**src/rtl/updi_double_break.sv**
```systemverilog
// Purpose: drives the UPDI double-break (break, gap, break, recover) that resets the target's UPDI interface.
// Latency: busy from the accepting edge; done 1+2*BREAK+GAP+RECOVER cycles after start, plus any wait for tx_idle.
// Backpressure: holds in WAIT_TX until the UART TX path is idle; start is ignored while busy (no queuing).
//
// Ports:
//   clk       system clock
//   rst       asynchronous active-low reset
//   start     request a double break (accepted only when idle)
//   tx_idle   UART TX shifter and TX FIFO both empty
//   busy      sequence in progress
//   done      sequence completed, sticky until the next accepted start or reset
//   line_low  pin mux override, 1 forces the UPDI pin low
//   rx_flush  level request to the UART RX FIFO to discard data while busy
module updi_double_break #(
    parameter int BREAK_CLKS   = 300000,
    parameter int GAP_CLKS     = 12000,
    parameter int RECOVER_CLKS = 12000,
    parameter int CNT_BITS     = $clog2((((BREAK_CLKS > GAP_CLKS) ? BREAK_CLKS : GAP_CLKS) > RECOVER_CLKS
                                         ? ((BREAK_CLKS > GAP_CLKS) ? BREAK_CLKS : GAP_CLKS)
                                         : RECOVER_CLKS) + 1)
) (
    input  logic clk,
    input  logic rst,
    input  logic start,
    input  logic tx_idle,
    output logic busy,
    output logic done,
    output logic line_low,
    output logic rx_flush
);

    if (BREAK_CLKS < 1 || GAP_CLKS < 1 || RECOVER_CLKS < 1) begin : g_bad_len
        $error("updi_double_break: BREAK_CLKS, GAP_CLKS and RECOVER_CLKS must all be >= 1");
    end

    typedef enum logic [2:0] {
        S_IDLE,
        S_WAIT_TX,
        S_BREAK1,
        S_GAP,
        S_BREAK2,
        S_RECOVER
    } state_t;

    // Counters load length-1 so each phase lasts exactly its length in cycles.
    localparam logic [CNT_BITS-1:0] BREAK_LOAD   = CNT_BITS'(BREAK_CLKS - 1);
    localparam logic [CNT_BITS-1:0] GAP_LOAD     = CNT_BITS'(GAP_CLKS - 1);
    localparam logic [CNT_BITS-1:0] RECOVER_LOAD = CNT_BITS'(RECOVER_CLKS - 1);
    localparam logic [CNT_BITS-1:0] CNT_ONE      = CNT_BITS'(1);
    localparam logic [CNT_BITS-1:0] CNT_ZERO     = '0;

    state_t              state_q, state_d;
    logic [CNT_BITS-1:0] cnt_q, cnt_d;
    logic                done_q, done_d;
    logic                busy_q, busy_d;
    logic                line_low_q, line_low_d;

    always_comb begin
        state_d = state_q;
        cnt_d   = cnt_q;
        done_d  = done_q;
        unique case (state_q)
            S_IDLE: begin
                if (start) begin
                    state_d = S_WAIT_TX;
                    done_d  = 1'b0;
                end
            end
            S_WAIT_TX: begin
                if (tx_idle) begin
                    state_d = S_BREAK1;
                    cnt_d   = BREAK_LOAD;
                end
            end
            S_BREAK1: begin
                if (cnt_q == CNT_ZERO) begin
                    state_d = S_GAP;
                    cnt_d   = GAP_LOAD;
                end else begin
                    cnt_d = cnt_q - CNT_ONE;
                end
            end
            S_GAP: begin
                if (cnt_q == CNT_ZERO) begin
                    state_d = S_BREAK2;
                    cnt_d   = BREAK_LOAD;
                end else begin
                    cnt_d = cnt_q - CNT_ONE;
                end
            end
            S_BREAK2: begin
                if (cnt_q == CNT_ZERO) begin
                    state_d = S_RECOVER;
                    cnt_d   = RECOVER_LOAD;
                end else begin
                    cnt_d = cnt_q - CNT_ONE;
                end
            end
            S_RECOVER: begin
                if (cnt_q == CNT_ZERO) begin
                    state_d = S_IDLE;
                    done_d  = 1'b1;
                end else begin
                    cnt_d = cnt_q - CNT_ONE;
                end
            end
            default: begin
                state_d = S_IDLE;
                cnt_d   = CNT_ZERO;
            end
        endcase

        // Outputs decode the next state so the registered copies line up with state_q.
        busy_d     = (state_d != S_IDLE);
        line_low_d = (state_d == S_BREAK1) || (state_d == S_BREAK2);
    end

    always_ff @(posedge clk or negedge rst) begin
        if (!rst) begin
            state_q    <= S_IDLE;
            cnt_q      <= CNT_ZERO;
            done_q     <= 1'b0;
            busy_q     <= 1'b0;
            line_low_q <= 1'b0;
        end else begin
            state_q    <= state_d;
            cnt_q      <= cnt_d;
            done_q     <= done_d;
            busy_q     <= busy_d;
            line_low_q <= line_low_d;
        end
    end

    assign busy     = busy_q;
    assign done     = done_q;
    assign line_low = line_low_q;
    // The RX FIFO is flushed for the whole sequence, so it shares the busy flop.
    assign rx_flush = busy_q;

endmodule
```
**config.mk**
```make
export PLATFORM = sky130hd
export DESIGN_NAME = updi_double_break
export DESIGN_NICKNAME = d
export VERILOG_FILES = /design/src/rtl/updi_double_break.sv
export SDC_FILE = /design/constraint.sdc
export NUM_CORES = 1
export LEC_CHECK = 0
export CORE_MARGIN = 4
export CORE_UTILIZATION = 38
export DETAILED_ROUTE_END_ITERATION = 12
export SLEW_MARGIN = 20
export SYNTH_ARGS = -nofsm -noshare
export SYNTH_HDL_FRONTEND = slang
export SYNTH_SLANG_ARGS = --single-unit
```
**constraint.sdc**
```tcl
create_clock -name clk -period 2.57 [get_ports clk]
set_input_delay 0.3855 -clock clk [delete_from_list [all_inputs] [get_ports clk]]
set_output_delay 0.3855 -clock clk [all_outputs]
set_load 0.01 [all_outputs]
```
After elaboration in Yosys (flattened, before gate mapping)
Cells that the tools add are included.
{"block": "classes", "n_addsub": 1, "eq_ne": 11, "mux": 15, "n_bitwise": 1, "reduce_logical": 8}
{"op": "one-hot mux 19 bit (5 select lines)", "n": 1}
{"op": "two-way mux 19 bit", "n": 4}
{"op": "zero test 19 bit", "n": 1}
{"op": "subtractor 19 x 1 -> 19 bit (second input constant)", "n": 1}
{"op": "two-way mux 3 bit", "n": 6}
{"op": "one-hot mux 3 bit (6 select lines)", "n": 1}
{"op": "== test 3 x 2 -> 1 bit (second input constant)", "n": 3}
{"op": "== test 3 bit (second input constant)", "n": 3}
{"op": "inequality test 2 bit (second input constant)", "n": 4}
{"op": "AND reduction 3 bit", "n": 2}
{"op": "== test 3 x 1 -> 1 bit (second input constant)", "n": 1}
{"op": "zero test 3 bit", "n": 1}
{"op": "nonzero test 3 bit", "n": 1}
{"op": "two-way mux 1 bit", "n": 2}
{"op": "one-hot mux 1 bit (2 select lines)", "n": 1}
{"op": "nonzero test 2 bit", "n": 1}
{"op": "OR reduction 2 bit", "n": 1}
{"op": "logical OR 1 bit", "n": 1}
{"op": "inverter 1 bit", "n": 1}
{"block": "totals", "reg_bits": 25, "input_bits": 4, "word_cells": 41}

Logic depth before layout (Yosys ltp)
{"block": "depth", "ltp_word": 5, "mapped_depth": 8}

Worst setup path after synthesis
Ideal clock, no wire load.
{"block": "synth_path", "path_kind": "register -> register", "start": "reg cnt_q[10]", "end": "reg line_low_q, in the netlist line_low", "setup_time_ns": 0.126, "arrival_time_ns": 2.304, "t_required_ns": 2.444, "slack_ns": 0.140, "stages_incl_launch_ff": 8, "path_buffers": 2, "synth_period_minus_slack_ns": 2.430, "cell_sequence": "dfrtp_1 -> or4_1 -> buf_2 -> or4_4 -> buf_6 -> nor3_4 -> nor2_2 -> a221o_1"}
{"block": "synth_between", "elab_chain_cells": 5, "elab_cells_between_ends": 9, "classes_between": "eq/ne: 2; mux: 5; reduce/logical: 2"}
{"element": "start: declaration", "line": "53", "text": "logic [CNT_BITS-1:0] cnt_q, cnt_d;"}
{"element": "start signal: assignment", "line": "127", "text": "cnt_q <= cnt_d;"}
{"element": "zero test 19 bit (*)"}
{"element": "two-way mux 3 bit (on tied branches)"}
{"element": "one-hot mux 3 bit (6 select lines) (*)", "line": "62", "text": "unique case (state_q)"}
{"element": "== test 3 x 2 -> 1 bit / == test 3 bit (equally long branches)", "line": "115", "text": "line_low_d = (state_d == S_BREAK1) || (state_d == S_BREAK2);"}
{"element": "logical OR 1 bit (*)", "line": "115"}
{"element": "named net line_low_d", "line": "56", "text": "logic line_low_q, line_low_d;"}
{"element": "end signal: assignment", "line": "130", "text": "line_low_q <= line_low_d;"}
{"element": "end: declaration", "line": "56"}
Mark *: on every way through the listed nets, which the timed path passes. The rest lies on a longest branch.
A chain may end at the register's enable or synchronous reset.

Worst setup path after layout
{"block": "layout_path", "start": "reg cnt_q[6]", "end": "reg line_low_q, in the netlist line_low"}
The elaborated chain is that of the path after synthesis.

==> results.sh <==
export IMPL_outcome="complete, no violations"
export IMPL_fillers=406
export IMPL_worstPathArrival_ns=2.60
export IMPL_drtAntennaViolNets=0
export IMPL_worst_slack_ns=0.121
export IMPL_critPathSlowestCell="or4_4"
export IMPL_grt_pass1_wl_um=8160
export IMPL_clk_latency_ns=0.27
export IMPL_drive_above_1_share=0.167
export IMPL_grt_pass1_vias=1604
export IMPL_dieHeight_um=75.4
export IMPL_setup_viol=0
export IMPL_synth_async_reset_ratio=1.00
export IMPL_antenna_found_initial=0
export IMPL_fin_crit_ns=2.45
export IMPL_rr_worst_depth=6
export IMPL_drv_slew=0
export IMPL_syn_area_mm2=0.00173
export IMPL_start_util=0.394
export IMPL_clock_skew_ns=0.00517
export IMPL_critPathMaxStageDelay_ns=0.59
export IMPL_gp_congestion=0.847
export IMPL_grt_overflow=0
export IMPL_cts_sinks=25
export IMPL_synth_cell_types=56
export IMPL_drv_cap=0
export IMPL_crit_chain="or4_1 > or4_4 > buf_4 > nor3_4 > nor2_2 > a221o_1"
export IMPL_crit_buf_inv=1
export IMPL_yosysSeqAreaShare=0.362
export IMPL_die_area_mm2=0.00569
export IMPL_reg2reg_from="cnt_q[6]"
export IMPL_area_growth_pct=18.2
export IMPL_synth_common_cells="dfrtp_1 (25), o21ai_0 (20), nor2_1 (18), a21oi_1 (15), nand2_1 (13)"
export IMPL_routed_via_density=5.98
export IMPL_drc=0
export IMPL_dp_hpwl_um=3510
export IMPL_yosysWarnings=0
export IMPL_critical_path_class="register to register"
export IMPL_cts_root_buffer_cell="clkbuf_8"
export IMPL_end_kind="register"
export IMPL_via_count=1674
export IMPL_cts_made_buffers=3
export IMPL_final_nets=235
export IMPL_hold_viol=0
export IMPL_cts_tree="yes"
export IMPL_power_total_mw=0.643
export IMPL_rsz0062_at_grt="no"
export IMPL_port_buffers=7
export IMPL_period_share=0.953
export IMPL_grt_usage=0.190
export IMPL_ys_ff_latch=25
export IMPL_r2r_end="line_low"
export IMPL_slew_limit_headroom=0.610
export IMPL_htreeDepth=1
export IMPL_clk_pin_slew_worst_paths_ns=0.09
export IMPL_core_mm2=0.00438
export IMPL_dr_pass1_iters=4
export IMPL_die_w_um=75.4
export IMPL_synth_top_cell_area_share=0.362
export IMPL_synth_ff_type="dfrtp_1"
export IMPL_post_synth_inst_count=206
export IMPL_multiInputGateArea_mm2=0.00103
export IMPL_seq_area_um2=626
export IMPL_vdd_ir_drop_worst_mv=0.324
export IMPL_synth_top_cell_by_area="dfrtp_1"
export IMPL_power_density_mw_per_mm2=315
export IMPL_cts_buffer_depth=2
export IMPL_num_rows=24
export IMPL_io_pins=8
export IMPL_num_antenna_cells=0
export IMPL_tightest_slew_ns=0.580
export IMPL_finalSetupTns_ns=0
export IMPL_critPathMaxFanout=6
export IMPL_dp_slack_ns=0.0883
export IMPL_r2r_slack_ns=0.12
export IMPL_p_leak_nw=0.744
export IMPL_synth_top_cells_by_area="dfrtp_1 (36%), o21ai_0 (5.8%), a21oi_1 (4.3%)"
export IMPL_cp_start_kind="register"
export IMPL_yosysMostFrequentCell="dfrtp_1"
export IMPL_hp_class="input port to asynchronous set/reset pin"
export IMPL_cp_top_family="simple AND/OR/NAND/NOR gates"
export IMPL_drt_total_wl_um=4800
export IMPL_drtIter0Drc=100
export IMPL_required_ns=2.72
export IMPL_synth_edf_count=0
export IMPL_hold_ws_ns=0.480
export IMPL_avgSynthCellArea_um2=8.38
export IMPL_grt_max_degree=26
export IMPL_wl_per_cell_um=17.2
export IMPL_syn_nets=212
export IMPL_max_freq_mhz=408
export IMPL_ctsHoldBuffers=0
report_power, final:
group | switching, mW | internal, mW
combinational | 0.0118 | 0.00608
sequential | 0 | 0.393
clock | 0.124 | 0.108
total | 0.135 | 0.507
worst max-delay path by stage:
stage,startpoint,to,slack [ns],cells past startpoint
2_1_floorplan,cnt_q[10],line_low,0.14,7
3_3_place_gp,cnt_q[10],cnt_q[18],0.13,6
3_5_place_dp,cnt_q[10],cnt_q[0],0.09,5
4_1_cts,cnt_q[10],cnt_q[2],0.03,5
5_1_grt,cnt_q[6],cnt_q[18],0.002,6
6_report,cnt_q[6],line_low,0.12,6
logic make-up (layout without fill, tap and decap cells):
family | Yosys count | in the layout | share of synthesized area
AO/OA/AOI/OAI | 77 | 77 | 0.291
XOR/XNOR | 3 | 3 | 0.0152
adder cells (fa/ha/maj) | 2 | 2 | 0.0145
buffers and inverters | 20 | 42 | 0.0522
flip-flops | 25 | 25 | 0.362
multiplexers | 1 | 1 | 0.00580
AND/OR/NAND/NOR | 78 | 78 | 0.259
placed cells by master (no fill, tap or decap), types with 3 or more instances in the layout:
master	synthesis	routed
dfrtp_1	25	25
buf_4	1	22
o21ai_0	20	20
nor2_1	18	18
a21oi_1	15	15
nand2_1	13	13
or3_1	11	11
inv_1	8	8
nor3_1	7	7
o211ai_1	7	7
clkdlybuf4s50_1	0	7
a31oi_1	6	6
nand3_1	4	4
or4_1	3	3
nor2b_1	3	3
o31ai_1	4	3
a211oi_1	3	3
clkbuf_8	0	3
metrics by stage:
stage,cells,instance area (um2),utilization
final,280,2040,0.465
after global placement,275,1960,0.448
after floorplan,206,1730,-
after detailed placement,275,1960,0.448
after global routing,280,2040,0.465
after CTS,279,2010,0.458
final cells by class:
| class | count | area share |
|---|---|---|
| multi-input combinational | 161 | 0.507 |
| sequential | 25 | 0.307 |
| timing repair buffer | 29 | 0.115 |
| tap | 52 | 0.0319 |
| clock buffer | 3 | 0.0202 |
| inverter | 9 | 0.0166 |
| clock inverter | 1 | 0.00245 |
flip-flops by register name (all words and copies together), names as in the netlist:
| name | cells |
|---|---|
| busy | 1 |
| cnt_q | 19 |
| done | 1 |
| line_low | 1 |
| state_q | 3 |
routing by layer:
metal / vias up / global-route usage / routed length (um)
met3: 6 / 0.0409 / 211
met4: 0 / 0.0388 / 67
met1: 792 / 0.275 / 2230
met2: 41 / 0.292 / 2290
li1: 835 / - / -
met5: - / 0 / 0
timing repair:
item | CTS | global route
buffers inserted | 0 | 1
setup endpoints to repair | 0 | 13
endpoints found under the hold margin | 0 | 0
resized for setup | 0 | 4
(Power assumes the default switching activity.)
